[config.mk]
export PLATFORM = sky130hd
export DESIGN_NAME = top_downsample
export DESIGN_NICKNAME = d
export VERILOG_FILES = /design/src/rtl/top_downsample.sv
export SDC_FILE = /design/constraint.sdc
export NUM_CORES = 2
export LEC_CHECK = 0
export CAP_MARGIN = 20
export CORE_AREA = 2 2 501 503
export CTS_BUF_LIST = sky130_fd_sc_hd__clkbuf_4
export CTS_CLUSTER_DIAMETER = 50
export DETAILED_ROUTE_END_ITERATION = 8
export DIE_AREA = 0 0 503 505
export PLACE_DENSITY = 0.48
export SYNTH_ARGS = -nofsm -noshare
export SYNTH_HDL_FRONTEND = slang
export SYNTH_SLANG_ARGS = --single-unit
[constraint.sdc]
create_clock -name clk -period 10.6 [get_ports clk]
set_input_delay 1.06 -clock clk [delete_from_list [all_inputs] [get_ports clk]]
set_output_delay 1.06 -clock clk [all_outputs]
set_load 0.05 [all_outputs]
[src/rtl/top_downsample.sv]
// rtl/top_downsample.sv - sequential 2x2 average pooling, one output word per clock
// Optional macro DOWNSAMPLE_ROUND_EN: add 2 before the arithmetic shift (round half up).
module top_downsample #(
    parameter int number_of_row = 8,
    parameter int length        = 16,
    parameter int frac          = 8
) (
    input  logic                                                   clk,
    input  logic                                                   rst,
    input  logic                                                   start,
    input  logic [length*number_of_row*number_of_row-1:0]          din,
    output logic [length*(number_of_row/2)*(number_of_row/2)-1:0]  dout,
    output logic                                                   busy,
    output logic                                                   done
);

    localparam int N  = number_of_row;
    localparam int M  = number_of_row / 2;
    localparam int NE = M * M;
    localparam int IW = (NE > 1) ? $clog2(NE) : 1;
    localparam int WI = $clog2(N * N);

    if (number_of_row < 2 || (number_of_row % 2) != 0 || frac > length) begin : g_param_check
        $error("top_downsample: invalid parameters");
    end

    typedef enum logic [1:0] {S_IDLE, S_RUN, S_DONE} state_t;

    state_t                   state, state_nx;
    logic [IW-1:0]            idx;
    logic                     last;
    logic [length*N*N-1:0]    din_q;
    logic [length-1:0]        in_w [N*N];
    logic [WI-1:0]            w00, w01, w10, w11;
    logic [length+1:0]        sum, sum_adj;
    logic [length-1:0]        avg;

    for (genvar i = 0; i < N * N; i++) begin : g_unpack
        assign in_w[i] = din_q[i*length +: length];
    end

    assign last = (idx == IW'(NE - 1));

    // Top-left word of the 2x2 block feeding output element idx, then its neighbours.
    always_comb begin
        w00 = WI'((int'(idx) / M) * 2 * N + (int'(idx) % M) * 2);
        w01 = WI'((int'(idx) / M) * 2 * N + (int'(idx) % M) * 2 + 1);
        w10 = WI'((int'(idx) / M) * 2 * N + (int'(idx) % M) * 2 + N);
        w11 = WI'((int'(idx) / M) * 2 * N + (int'(idx) % M) * 2 + N + 1);
    end

    always_comb begin
        sum = {{2{in_w[w00][length-1]}}, in_w[w00]}
            + {{2{in_w[w01][length-1]}}, in_w[w01]}
            + {{2{in_w[w10][length-1]}}, in_w[w10]}
            + {{2{in_w[w11][length-1]}}, in_w[w11]};
`ifdef DOWNSAMPLE_ROUND_EN
        sum_adj = sum + (length+2)'(2);
`else
        sum_adj = sum;
`endif
        avg = length'($signed(sum_adj) >>> 2);
    end

    always_ff @(posedge clk or negedge rst) begin
        if (!rst) state <= S_IDLE;
        else      state <= state_nx;
    end

    always_comb begin
        state_nx = state;
        case (state)
            S_IDLE:  if (start) state_nx = S_RUN;
            S_RUN:   if (last)  state_nx = S_DONE;
            S_DONE:  state_nx = S_IDLE;
            default: state_nx = S_IDLE;
        endcase
    end

    always_comb begin
        busy = (state == S_RUN);
        done = (state == S_DONE);
    end

    always_ff @(posedge clk or negedge rst) begin
        if (!rst) begin
            din_q <= '0;
            idx   <= '0;
            dout  <= '0;
        end else begin
            case (state)
                S_IDLE: begin
                    if (start) begin
                        din_q <= din;
                        idx   <= '0;
                    end
                end
                S_RUN: begin
                    for (int k = 0; k < NE; k++) begin
                        if (idx == IW'(k)) dout[k*length +: length] <= avg;
                    end
                    idx <= last ? '0 : idx + IW'(1);
                end
                default: ;
            endcase
        end
    end

endmodule

# Word-level counts from Yosys, hierarchy flattened
# Index checks and enable logic that the tools add are counted.
word_totals:
  register_bits: 1286
  input_bits: 1027
  out_inout_bits: 258
  word_cells: 94
op_classes:
  n_addsub: 8
  n_lt_le_gt_ge: 4
  eq_ne: 19
  n_mux: 18
  n_bitwise: 4
  reduce_logical: 22
op_table:
  columns: ["cell", "n"]
  rows:
  - ["$bmux W16 S6", 4]
  - ["$mux W16", 8]
  - ["$reduce_and A2 Y1", 19]
  - ["$eq A4 B4 Y1 const B", 8]
  - ["$ge A7 B7 Y1 const B", 4]
  - ["$not A6 Y7", 4]
  - ["$add A17 B16 Y18", 1]
  - ["$add A18 B18 Y18", 1]
  - ["$add A16 B16 Y17", 1]
  - ["$eq A4 B3 Y1 const B", 4]
  - ["$eq A4 B2 Y1 const B", 2]
  - ["$mux W4", 2]
  - ["$pmux W4 S2", 1]
  - ["$add A6 B1 Y6 const B", 1]
  - ["$add A6 B2 Y6 const B", 1]
  - ["$add A6 B3 Y6", 1]
  - ["$add A6 B4 Y6 const B", 1]
  - ["$add A4 B1 Y4 const B", 1]
  - ["$eq A4 B1 Y1 const B", 1]
  - ["$logic_not A4 Y1", 1]
  - ["$mux W2", 2]
  - ["$pmux W2 S2", 1]
  - ["$eq A2 B1 Y1 const B", 1]
  - ["$eq A2 B2 Y1 const B", 1]
  - ["other kinds (4)", 4]

# Longest topological paths before layout
depth:
  ltp_word: 9
  ltp_mapped: 21
  mapped_depth_nobuf: 17

# Worst setup path before layout
# Ideal clock, no wire load.
synth_path:
  path_type: "register to register"
  startpoint: "register idx[0]"
  endpoint: "register dout[111]"
  t_arrival_ps: 6017
  t_required_ps: 10533
  setup_slack_ps: 4516
  stages_incl_launch_ff: 20
  path_buffers: 4
  period_less_slack_ps: 6084
  cell_sequence: "dfrtp_1 > clkbuf_1 > clkbuf_1 > buf_1 > mux4_2 > mux4_2 > fa_1 > fa_1 > nand2_1 > a31o_2 > a2111oi_2 > fa_1 > a21oi_1 > o21ai_0 > a21oi_1 > nor2_1 > a211oi_1 > mux2i_1 > clkbuf_1 > mux2_2"
synth_via:
  elab_chain_cells: 9
  elab_cells_between_ends: 25
  cone_classes: "add/sub: 7; eq/ne: 1; mux: 12; bitwise: 4; reduce/logical: 1"
synth_lines:
  columns: ["element", "line", "text"]
  rows:
  - ["from (decl)", "30", "logic [IW-1:0] idx;"]
  - ["from (signal assigned)", "102", "idx <= last ? '0 : idx + IW'(1);"]
  - ["$add A6 B3 Y6", null, null]
  - ["$add A6 B2 Y6", "47", "w01 = WI'((int'(idx) / M) * 2 * N + (int'(idx) % M) * 2 + 1);"]
  - ["$not A6 Y7 (implied by the code)", "54", "+ {{2{in_w[w01][length-1]}}, in_w[w01]}"]
  - ["$bmux W16 S6", "54", null]
  - ["$mux W16 (implied by the code) (2 in series)", "54", null]
  - ["$add A16 B16 Y17", "54", null]
  - ["$add A17 B16 Y18", "55", "+ {{2{in_w[w10][length-1]}}, in_w[w10]}"]
  - ["$add A18 B18 Y18", "56", "+ {{2{in_w[w11][length-1]}}, in_w[w11]};"]
  - ["to (signal, indexed assignment)", "100", "if (idx == IW'(k)) dout[k*length +: length] <= avg;"]
  - ["to (decl)", "12", "output logic [length*(number_of_row/2)*(number_of_row/2)-1:0] dout,"]
# Several ways; a longest one is shown, not always the timed one. The select of a mux whose other input is x is not followed.
# A chain may end at the register's enable or synchronous reset.

# Worst setup path after layout
layout_path:
  startpoint: "register idx[0]"
  endpoint: "register dout[191]"
# The elaborated chain is that of the path after synthesis.

==> results.rst <==
.. list-table::
   :header-rows: 1

   * - Metric
     - Value
   * - Largest buffer count on any clock path
     - 4
   * - Register area share after synthesis
     - 0.5646
   * - Synth Instances
     - 5758
   * - Worst min-delay path class
     - in2reg
   * - Number of buffers created by CTS
     - around 400
   * - Final critical-path share of the clock period
     - 0.7218
   * - Number of antenna violations at the first check in global routing
     - ~210
   * - I/O pin total
     - around 1300
   * - Post-route ant nets
     - 0
   * - Crit path DAT
     - 8890 ps
   * - Slew Limit Fails
     - 0
   * - Top post-synthesis cells by area
     - dfrtp_1, nand2_1, mux4_2
   * - FMAX
     - 0.1307 GHz
   * - Die Outline Area
     - 254000 um2
   * - DRC violations left
     - 0
   * - Post-Synthesis Net Count
     - 6837
   * - Total congestion overflow after global routing
     - 0
   * - FF-to-FF path depth
     - 13
   * - Post-synth top flop
     - dfrtp_1
   * - Crit path capture type
     - flip-flop
   * - Transition at the pin with the smallest max-transition slack
     - 1444 ps
   * - Share of Yosys cell area claimed by the top area cell type
     - 0.5646
   * - CP Class
     - reg2reg
   * - Cell Area, Synth
     - 57000 um2
   * - Number of H-tree levels
     - 5
   * - Number of DRC markers after the initial detailed-route iteration
     - 3442
   * - Result of the run
     - completed
   * - Setup violation total in the final timing report
     - 0
   * - R2R Setup Slk
     - 2950 ps
   * - Core Region
     - 248200 um2
   * - Maxcap violations
     - 0
   * - Vert. Die Dim
     - 505 um
   * - Final critical delay including setup and external delays
     - 7651 ps
   * - Count of different cell masters after synthesis
     - 52
   * - Hold Path Stages
     - 3
   * - Number of rows created at floorplan
     - 183
   * - Buffer type at the clock tree root
     - clkbuf_4
   * - GR Util All Layers
     - 0.2319
   * - Global-route wire length before repair
     - 408000 um
   * - Post-route clock skew
     - 128.4 ps
   * - Cell taking the most area after synthesis
     - dfrtp_1
   * - Relative slew margins
     - 0.03721
   * - Clock Pin Slew Worst Setup and Hold Paths
     - 60 ps
   * - Average vias per placed instance
     - 4.438
   * - Kind of start point of the critical path
     - flip-flop
   * - Post-CTS setup buffer count
     - 0
   * - Overall via count from detail_route
     - 48622
   * - Unrepaired setup endpoints after global routing
     - false
   * - Number of enable-type register cells in the synthesized netlist
     - 0
   * - 1st-pass router iterations
     - 7
   * - Per-instance average area after synthesis
     - 9.899 um2
   * - CTS tree
     - done
   * - Total negative slack
     - 0 ps
   * - Seq cells post-synth
     - 1286
   * - Fraction of registers with async set or reset after synthesis
     - 1.000
   * - WP data required
     - 11840 ps
   * - Total detailed-routing wirelength
     - 298300 um
   * - R2R Path Start
     - idx[0]
   * - Clock Sink Count
     - 1286
   * - Hold violation count in the final report
     - 0
   * - GPL Wtd Cong
     - 0.8858
   * - Fraction of final layout cells with drive strength greater than 1
     - 0.1475
   * - Leading cell type in the layout, fill and taps excluded
     - nand2_1
   * - Horiz. Die Dim
     - 503 um
   * - Effective utilization at floorplan
     - 0.2296
   * - Clock insertion delay at the later pin of the skew report
     - between 1000 and 1500 ps
   * - Slowest Stage Delay on Critical Path
     - 970 ps
   * - Number of buffers inserted by port buffering
     - around 1300
   * - Chain of cells forming the critical path
     - buf_12, buf_4, mux4_2, mux4_2, fa_1, ha_1, a21oi_1, o21ai_0, a21oi_1, nor2_1, a211oi_1, mux2i_4, mux2_2
   * - Most frequent cells in the layout
     - nand2_1, clkdlybuf4s50_1, dfrtp_1
   * - Routed length per instance
     - 27.22 um
   * - Number of nets in the layout
     - 8335
   * - Endpoint of the lowest-slack register-to-register path
     - dout[191]
   * - Pin count of the biggest net entering global routing
     - 240
   * - Vias in the first global route
     - 51236
   * - Timing endpoint of the critical path
     - dout[191]
   * - Startpoint of the most critical setup path
     - idx[0]
   * - Number of gates given a new drive strength after cts
     - 0
   * - Detailed placer's ending HPWL
     - between 200000 and 250000 um
   * - Layout area overhead
     - 39.73%
   * - CP max-delay cell
     - dfrtp_4
   * - Count of synthesis-stage warnings from yosys
     - 0
   * - Maximum fanout encountered on the critical timing path
     - 45
==> critical path: cells and delay by family (launching register included) <==
kind,cells,cell delay (ps)
buf+inv,2,1190
flops,1,970
compound gates,4,1770
fa+ha+maj,2,870
mux,4,2390
simple gates,1,200
==> synthesized netlist by cell type (all sizes together) (5+ instances only) <==
cell,instances
a21o,6
a211oi,7
inv,93
nor2b,5
xor2,5
xnor2,9
o21ai,172
clkbuf,294
fa,33
a21oi,16
nor2,12
nand3,22
mux2i,10
ha,19
buf,68
mux2,95
dfrtp,1286
nand2,3250
mux4,316
==> layout make-up <==
class | instances | area [um2]
antenna | 93 | 232.7
clock buffer | 573 | 4302
clock inverter | 103 | 509.2
fill | 26035 | 168600
inverter | 94 | 352.8
multi-input combinational | 4016 | 23210
sequential | 1286 | 32200
tap | 3330 | 4167
timing repair buffer | 1462 | 14680
==> worst min path at each step <==
stage	endpoint	slack [ps]	from
CTS	din_q[842]	0.5	din[842]
detailed placement	din_q[381]	460	din_q[381]
global placement	din_q[965]	450	din_q[965]
finish	din_q[555]	210	din[555]
global route	din_q[915]	20	din[915]
floorplan	din_q[912]	440	din_q[912]
==> sequential cells by signal (all words and copies together), names as in the netlist <==
name / flops
din_q: 1024
idx: 4
dout: 256
state: 2
==> kinds of logic (layout without fill, tap and decap cells) <==
| group | after synthesis | after routing | share of synthesized area |
|---|---|---|---|
| mux | 421 | 421 | 0.1455 |
| xor+xnor | 14 | 14 | 0.002151 |
| compound gates | 224 | 224 | 0.02243 |
| flops | 1286 | 1286 | 0.5646 |
| buf+inv | 456 | 2232 | 0.03060 |
| other cells | 0 | 93 | 0 |
| fa+ha+maj | 52 | 52 | 0.01576 |
| simple gates | 3305 | 3305 | 0.2190 |
==> routing by layer <==
metal | routed length (um) | GRT usage | vias up
met5 | 577 | 0 | -
met4 | 11990 | 0.09168 | 90
met2 | 154800 | 0.4177 | 1959
li1 | - | - | 21850
met3 | 22030 | 0.06425 | 640
met1 | 108900 | 0.2555 | 24083
==> metrics by stage <==
step,util,cell area (um2),setup WS (ps),hold slack [ps],std cells
after floorplan,-,57000,4516,437.9,5758
after global placement,0.2963,73530,2924,451.6,10082
after detailed placement,0.2963,73550,2869,457.1,10083
after CTS,0.3199,79410,2743,0.4931,10864
after global routing,0.3204,79530,2469,23.29,10910
final,0.3209,79640,2949,206.6,10957
==> repair_timing <==
item / 4_1_cts / 5_1_grt
hold buffers: 105 / 0
setup endpoints to repair: 0 / 0
hold endpoints to repair: 262 / 0
Power is not shown: default switching activity piles up to over one toggle a cycle in this logic, so the estimate is an artifact.
